### src/rtl/div_pkg.sv
// rtl/div_pkg.sv - shared state encoding and sizing constants for seq_divider
package div_pkg;

    localparam int DIV_WIDTH = 32;
    localparam int DIV_CNT_W = $clog2(DIV_WIDTH);

    typedef enum logic [1:0] {
        IDLE = 2'd0,
        CALC = 2'd1,
        FIX  = 2'd2,
        DONE = 2'd3
    } div_state_e;

endpackage

### src/rtl/div_sub_stage.sv
// rtl/div_sub_stage.sv - W-bit subtractor returning difference and borrow
module div_sub_stage #(
    parameter int W = 33
) (
    input  logic [W-1:0] a,
    input  logic [W-1:0] b,
    output logic [W-1:0] diff,
    output logic         borrow
);

    assign {borrow, diff} = {1'b0, a} - {1'b0, b};

endmodule

### src/rtl/seq_divider.sv
// rtl/seq_divider.sv - restoring multi-cycle divider, one quotient bit per clock
// SEQ_DIVIDER_SIGNED_EN enables two's-complement operation via signed_op.
module seq_divider
    import div_pkg::*;
#(
    parameter int WIDTH = DIV_WIDTH
) (
    input  logic             clk,
    input  logic             rst_n,
    input  logic             start,
    input  logic             signed_op,
    input  logic [WIDTH-1:0] dividend,
    input  logic [WIDTH-1:0] divisor,
    output logic             busy,
    output logic             done,
    output logic [WIDTH-1:0] quotient,
    output logic [WIDTH-1:0] remainder,
    output logic             div_by_zero
);

    localparam int CW = $clog2(WIDTH);

    div_state_e       state_q, state_d;
    logic [CW-1:0]    cnt_q, cnt_d;
    logic [WIDTH-1:0] rem_q, rem_d;
    logic [WIDTH-1:0] quo_q, quo_d;
    logic [WIDTH-1:0] dvsr_q, dvsr_d;
    logic [WIDTH-1:0] dvnd_q, dvnd_d;
    logic             zero_q, zero_d;
    logic [WIDTH-1:0] quotient_q, quotient_d;
    logic [WIDTH-1:0] remainder_q, remainder_d;
    logic             dbz_q, dbz_d;

    logic [WIDTH:0]   sub_a, sub_b, sub_diff;
    logic             sub_borrow;
    logic             sub_msb_unused;
    logic [WIDTH-1:0] dividend_mag, divisor_mag;
    logic [WIDTH-1:0] fix_quo, fix_rem;

    // CALC: trial subtract of shifted partial remainder; FIX: 0 - quotient
    always_comb begin
        if (state_q == CALC) begin
            sub_a = {rem_q, quo_q[WIDTH-1]};
            sub_b = {1'b0, dvsr_q};
        end else begin
            sub_a = '0;
            sub_b = {1'b0, quo_q};
        end
    end

    div_sub_stage #(.W(WIDTH + 1)) u_sub (
        .a      (sub_a),
        .b      (sub_b),
        .diff   (sub_diff),
        .borrow (sub_borrow)
    );

    assign sub_msb_unused = sub_diff[WIDTH];

`ifdef SEQ_DIVIDER_SIGNED_EN
    logic sgn_a, sgn_b;
    logic neg_quo_q, neg_quo_d;
    logic neg_rem_q, neg_rem_d;

    assign sgn_a        = signed_op & dividend[WIDTH-1];
    assign sgn_b        = signed_op & divisor[WIDTH-1];
    assign dividend_mag = sgn_a ? (WIDTH'(0) - dividend) : dividend;
    assign divisor_mag  = sgn_b ? (WIDTH'(0) - divisor) : divisor;

    always_comb begin
        neg_quo_d = neg_quo_q;
        neg_rem_d = neg_rem_q;
        if (state_q == IDLE && start) begin
            neg_quo_d = sgn_a ^ sgn_b;
            neg_rem_d = sgn_a;
        end
    end

    always_ff @(posedge clk or negedge rst_n) begin
        if (!rst_n) begin
            neg_quo_q <= 1'b0;
            neg_rem_q <= 1'b0;
        end else begin
            neg_quo_q <= neg_quo_d;
            neg_rem_q <= neg_rem_d;
        end
    end

    assign fix_quo = neg_quo_q ? sub_diff[WIDTH-1:0] : quo_q;
    assign fix_rem = neg_rem_q ? (WIDTH'(0) - rem_q) : rem_q;
`else
    logic signed_op_unused;

    assign signed_op_unused = signed_op;
    assign dividend_mag     = dividend;
    assign divisor_mag      = divisor;
    assign fix_quo          = quo_q;
    assign fix_rem          = rem_q;
`endif

    always_comb begin
        state_d     = state_q;
        cnt_d       = cnt_q;
        rem_d       = rem_q;
        quo_d       = quo_q;
        dvsr_d      = dvsr_q;
        dvnd_d      = dvnd_q;
        zero_d      = zero_q;
        quotient_d  = quotient_q;
        remainder_d = remainder_q;
        dbz_d       = dbz_q;
        case (state_q)
            IDLE: begin
                if (start) begin
                    quo_d   = dividend_mag;
                    dvsr_d  = divisor_mag;
                    dvnd_d  = dividend;
                    zero_d  = (divisor == '0);
                    rem_d   = '0;
                    cnt_d   = CW'(WIDTH - 1);
                    state_d = (divisor == '0) ? FIX : CALC;
                end
            end
            CALC: begin
                rem_d = sub_borrow ? sub_a[WIDTH-1:0] : sub_diff[WIDTH-1:0];
                quo_d = {quo_q[WIDTH-2:0], ~sub_borrow};
                cnt_d = cnt_q - CW'(1);
                if (cnt_q == '0) begin
                    state_d = FIX;
                end
            end
            FIX: begin
                if (zero_q) begin
                    quotient_d  = '1;
                    remainder_d = dvnd_q;
                    dbz_d       = 1'b1;
                end else begin
                    quotient_d  = fix_quo;
                    remainder_d = fix_rem;
                    dbz_d       = 1'b0;
                end
                state_d = DONE;
            end
            DONE: begin
                state_d = IDLE;
            end
            default: begin
                state_d = IDLE;
            end
        endcase
    end

    always_ff @(posedge clk or negedge rst_n) begin
        if (!rst_n) begin
            state_q     <= IDLE;
            cnt_q       <= '0;
            rem_q       <= '0;
            quo_q       <= '0;
            dvsr_q      <= '0;
            dvnd_q      <= '0;
            zero_q      <= 1'b0;
            quotient_q  <= '0;
            remainder_q <= '0;
            dbz_q       <= 1'b0;
        end else begin
            state_q     <= state_d;
            cnt_q       <= cnt_d;
            rem_q       <= rem_d;
            quo_q       <= quo_d;
            dvsr_q      <= dvsr_d;
            dvnd_q      <= dvnd_d;
            zero_q      <= zero_d;
            quotient_q  <= quotient_d;
            remainder_q <= remainder_d;
            dbz_q       <= dbz_d;
        end
    end

    assign busy        = (state_q != IDLE);
    assign done        = (state_q == DONE);
    assign quotient    = quotient_q;
    assign remainder   = remainder_q;
    assign div_by_zero = dbz_q;

endmodule

### config.mk
export PLATFORM = sky130hd
export DESIGN_NAME = seq_divider
export DESIGN_NICKNAME = d
export VERILOG_FILES = /design/src/rtl/div_pkg.sv /design/src/rtl/div_sub_stage.sv /design/src/rtl/seq_divider.sv
export SDC_FILE = /design/constraint.sdc
export NUM_CORES = 1
export LEC_CHECK = 0
export ABC_AREA = 1
export BUFFER_PORTS_ARGS = -buffer_cell sky130_fd_sc_hd__buf_2
export CAP_MARGIN = 20
export CORE_MARGIN = 1.5
export CORE_UTILIZATION = 30
export DETAILED_ROUTE_END_ITERATION = 12
export GPL_ROUTABILITY_DRIVEN = 0
export HOLD_SLACK_MARGIN = 0.06
export PLACE_DENSITY_LB_ADDON = 0.2
export SLEW_MARGIN = 0
export SYNTH_ARGS = -nofsm -noshare
export SYNTH_HDL_FRONTEND = slang
export SYNTH_HIERARCHICAL = 1
export SYNTH_SLANG_ARGS = --single-unit
### constraint.sdc
create_clock -name clk -period 4.2 [get_ports clk]
set_input_delay 0.84 -clock clk [delete_from_list [all_inputs] [get_ports clk]]
set_output_delay 0.84 -clock clk [all_outputs]
set_load 0.1 [all_outputs]
Word-level counts from Yosys, hierarchy flattened
Cells that the tools add are included.
{ "op_classes": {"n_bitwise": 1, "n_addsub": 2, "mux": 16, "reduce_logical": 8, "n_eq_ne": 5} }
{ "op_table": {"columns": ["operator", "count"], "rows": [
  ["$mux W32", 6],
  ["$pmux W32 S2", 2],
  ["$sub A33 B32 Y34", 1],
  ["$mux W33", 1],
  ["$logic_not A32 Y1", 1],
  ["$pmux W5 S2", 1],
  ["$pmux W2 S4", 1],
  ["$mux W2", 3],
  ["$reduce_and A2 Y1", 3],
  ["$logic_not A5 Y1", 1],
  ["$mux W5", 1],
  ["$sub A5 B1 Y5 const B", 1],
  ["$eq A2 B2 Y1 const B", 2],
  ["$reduce_bool A2 Y1", 2],
  ["$eq A2 B1 Y1 const B", 1],
  ["$logic_not A2 Y1", 1],
  ["$ne A2 B1 Y1 const B", 1],
  ["$ne A2 B2 Y1 const B", 1],
  ["$mux W1", 1],
  ["$not A1 Y1", 1]
]} }
{ "totals": {"input_bits": 68, "word_cells": 42, "register_bits": 201, "out_inout_bits": 67} }

Longest topological paths before layout
{ "logic_depth": {"depth_word": 5, "depth_mapped": 22, "mapped_depth_nobuf": 20} }

Cells and area by module
Netlist, hierarchy kept.
{ "by_module_without_submodules": {"columns": ["mod", "cells_per_inst", "instances", "area_per_inst_um2", "seq_area_each_um2"], "rows": [
  ["seq_divider", 1132, 1, 9151.3, 5029.8],
  ["div_sub_stage", 577, 1, 2652.5, 0.0]
]} }

Least setup slack after synthesis
OpenSTA, ideal clock, no wires.
{ "synth_timing": {"path_kind": "flip-flop to flip-flop", "startpoint": "reg state_q[1]", "endpoint": "reg rem_q[10], in the netlist fix_rem[10]", "t_required_ns": 4.067, "setup_ns": 0.133, "arrival_ns": 3.052, "synth_period_minus_slack_ns": 3.185, "path_stages_with_launch": 23, "setup_slack_ns": 1.015, "n_path_buf": 4, "cell_sequence": "dfrtp_1 -> inv_1 -> ha_1 -> buf_4 -> buf_2 -> buf_1 -> nand2_1 -> o21ai_0 -> inv_1 -> ha_1 -> nand2_2 -> inv_1 -> nand2_1 -> nand2_1 -> nand2_1 -> nand3_1 -> nand2_1 -> nand2_1 -> a21oi_1 -> inv_1 -> clkbuf_1 -> nor2_1 -> o22ai_1"} }
{ "synth_between": {"elab_chain_cells": 5, "word_cells_on_any_way": 10, "classes_between": "add/sub: 1; eq/ne: 2; mux: 4; reduce/logical: 3"} }
{ "synth_rtl": {"columns": ["item", "line", "source"], "rows": [
  ["start: declaration", "seq_divider.sv:23", "div_state_e state_q, state_d;"],
  ["start signal: assignment", "seq_divider.sv:166", "state_q <= state_d;"],
  ["$eq A2 B1 Y1", "seq_divider.sv:42", "if (state_q == CALC) begin"],
  ["$mux W32", "seq_divider.sv:42", null],
  ["named net sub_b[4]", "seq_divider.sv:34", "logic [WIDTH:0] sub_a, sub_b, sub_diff;"],
  ["$sub A33 B32 Y34", "div_sub_stage.sv:11", "assign {borrow, diff} = {1'b0, a} - {1'b0, b};"],
  ["named net sub_borrow", "seq_divider.sv:35", "logic sub_borrow;"],
  ["$mux W32", "seq_divider.sv:125", "rem_d = sub_borrow ? sub_a[WIDTH-1:0] : sub_diff[WIDTH-1:0];"],
  ["$pmux W32 S2", "seq_divider.sv:112", "case (state_q)"],
  ["end signal: assignment", "seq_divider.sv:168", "rem_q <= rem_d;"],
  ["end: declaration", "seq_divider.sv:25", "logic [WIDTH-1:0] rem_q, rem_d;"]
]} }
The timed path passes the listed nets, and every way through them passes these cells.
A chain may end at the register's enable or synchronous reset.

Worst setup path after layout
{ "layout_timing": {"startpoint": "reg state_q[1]", "endpoint": "reg rem_q[27], in the netlist fix_rem[27]"} }
Same word-level chain as after synthesis.

==> results.tsv <==
metric	value	unit
Critical Path RT	4560	ps
clk root buf	clkbuf_16	
r2r endpoint	fix_rem[27]$_DFFE_PN0P_	
R2R depth	20	
pre-CTS WS	456	ps
first-pass GRT wire length	56.5	mm
RSZ-0062 raised after global routing	false	
clk slew on worst S/H paths	60	ps
initial antenna violation count	0	
# diodes	0	
vias	10600	
maximum clock insertion buffer count	3	
Core Area	0.0386	mm²
layout cells sized above 1	11.4	%
yosys warns	6	
hold buffer count at CTS	0	
total CTS buffers	23	
Routed WL per cell	15.1	µm
final setup violation count	0	
Critical Path End Type	flop	
Post-Synthesis Cells	1693	
Worst Tran Pin Value	939	ps
final period utilization	87.2	%
Fill cells	4137	
Final Core Density	35.5	%
initial core utilization	30.4	%
Max-Cap Viols	0	
status	finished clean	
endpoints failing hold	0	
setup_tns	0	ps
area of the multi-input gates	0.00539	mm²
syn_nets	1800	
worst r2r src	state_q[1]$_DFFE_PN0P_	
register-to-register setup slack	540	ps
post-route ant nets	0	
CP bufs+invs	9	
DRC viols	0	
worst min path class	input port to async pin	
pwr/cell area	750	mW/mm²
hpwl dp	25.9	mm
row cnt	72	
Syn Std Cell Area	0.0117	mm²
Post-Layout Cell Count	2330	
IO Count	135	
DRT Pass-1 Iters	5	
die footprint	0.0403	mm²
CP max stage delay	410	ps
number of global-route vias before repair	10300	
Worst slew margin	37.3	%
Fin Clk Skew	22.1	ps
Period minus WS final	3660	ps
Arr. time, crit path	4020	ps
final count of pins violating max slew	0	
Clock Sinks	201	
leak pwr	7.46	nW
PortBufs	133	
FMAX	0.273	GHz
H-tree lvl count	1	
CP max stage cell	dfrtp_1	
vias per cell	4.53	
Mean Syn Cell Area	6.93	µm²
CP max FO	51	
drt initial violations	607	
Setup Crit Path Kind	flop to flop	
Setup WS post-layout	540	ps
CP startpoint kind	flop	
Skew-Pair Late Insertion Delay	530	ps
Total GRT Usage	17.5	%
Crit path depth	20	
Cell Chain, Critical Path	inv_1 > ha_4 > buf_12 > buf_4 > o21ai_0 > inv_1 > ha_1 > nand2_1 > inv_1 > nand2_1 > nand2_1 > inv_1 > nand2_1 > inv_1 > nand2_1 > a21oi_2 > clkinvlp_4 > buf_4 > nor2_1 > o22ai_1	
Total Power	10.3	mW
Vert. Die Dim	201	µm
Die W	201	µm
Total Wirelength	35.1	mm
grt ovf	0	
DP Cell Count	2290	
Reg area	0.00503	mm²
largest net degree at the start of global routing	97	
final net count	1905	
CTS tree	done	
Layout area overhead	16.8	%
CP delay by family, top	buffers and inverters	
worst vdd ir	0.363	mV
[how the worst max path moves through the flow]
stage	from	end
2_1_floorplan	state_q[1]$_DFFE_PN0P_	fix_rem[10]$_DFFE_PN0P_
3_3_place_gp	state_q[1]$_DFFE_PN0P_	fix_rem[29]$_DFFE_PN0P_
3_5_place_dp	state_q[1]$_DFFE_PN0P_	fix_rem[27]$_DFFE_PN0P_
4_1_cts	state_q[1]$_DFFE_PN0P_	fix_rem[27]$_DFFE_PN0P_
5_1_grt	state_q[1]$_DFFE_PN0P_	fix_rem[23]$_DFFE_PN0P_
6_report	state_q[1]$_DFFE_PN0P_	fix_rem[27]$_DFFE_PN0P_
[per-stage QoR]
step | cell area (µm²) | hold slack, ps
3_5_place_dp | 13000 | 456
2_1_floorplan | 11700 | 448
5_1_grt | 13700 | 436
3_3_place_gp | 13000 | 448
4_1_cts | 13700 | 403
6_report | 13700 | 393
[worst reg2reg max path, delay by kind of cell (launching register included)]
kind	cells	cell delay [ps]
and+or+nand+nor	6	520
buffers and inverters	9	1560
adders and majority gates	2	590
DFF	1	410
AOI/OAI and AO/OA	3	410
[registers in the layout (all words and copies together) (netlist names)]
register and count:
fix_quo 32, div_by_zero 1, dvsr_q 32, state_q 2, dvnd_q 32, remainder 32, zero_q 1, fix_rem 32
quotient 32, cnt_q 5
[cell usage in the layout (no fill, tap or decap), drive strengths merged, types with 2 or more instances in the layout]
| cell type | count |
|---|---|
| a21oi | 22 |
| buf | 153 |
| and2 | 2 |
| nand2 | 638 |
| inv | 275 |
| o21ai | 165 |
| nand4 | 3 |
| o211ai | 64 |
| or2 | 5 |
| xor2 | 13 |
| nor2 | 125 |
| nor3 | 4 |
| clkbuf | 32 |
| nand3 | 28 |
| ha | 38 |
| clkinv | 4 |
| xnor2 | 2 |
| o22ai | 32 |
| clkinvlp | 2 |
| dfrtp | 201 |
[layer usage]
layer,vias up,global-route usage (%),wire length [µm]
met5,-,0,0
met4,0,4.46,626
met3,34,2.05,1220
met2,159,27.3,15500
met1,4899,25.6,17700
li1,5466,-,-
[cell type report]
class | count | area share (%)
clock buffer | 31 | 4.64
clock inverter | 8 | 0.547
inverter | 274 | 7.53
multi-input combinational | 1144 | 39.3
sequential | 201 | 36.7
tap | 518 | 4.73
timing repair buffer | 154 | 6.55
[report_power, final]
group / internal [mW] / switching (mW)
registers: 2.58 / 0.297
clock network: 1.12 / 0.817
logic: 1.39 / 4.07
total: 5.10 / 5.18
[what timing repair did]
item | 4_1_cts | 5_1_grt
endpoints found under the setup margin | 0 | 13
setup buffers | 0 | 1
gates resized for setup | 0 | 1
(Power assumes the default switching activity.)
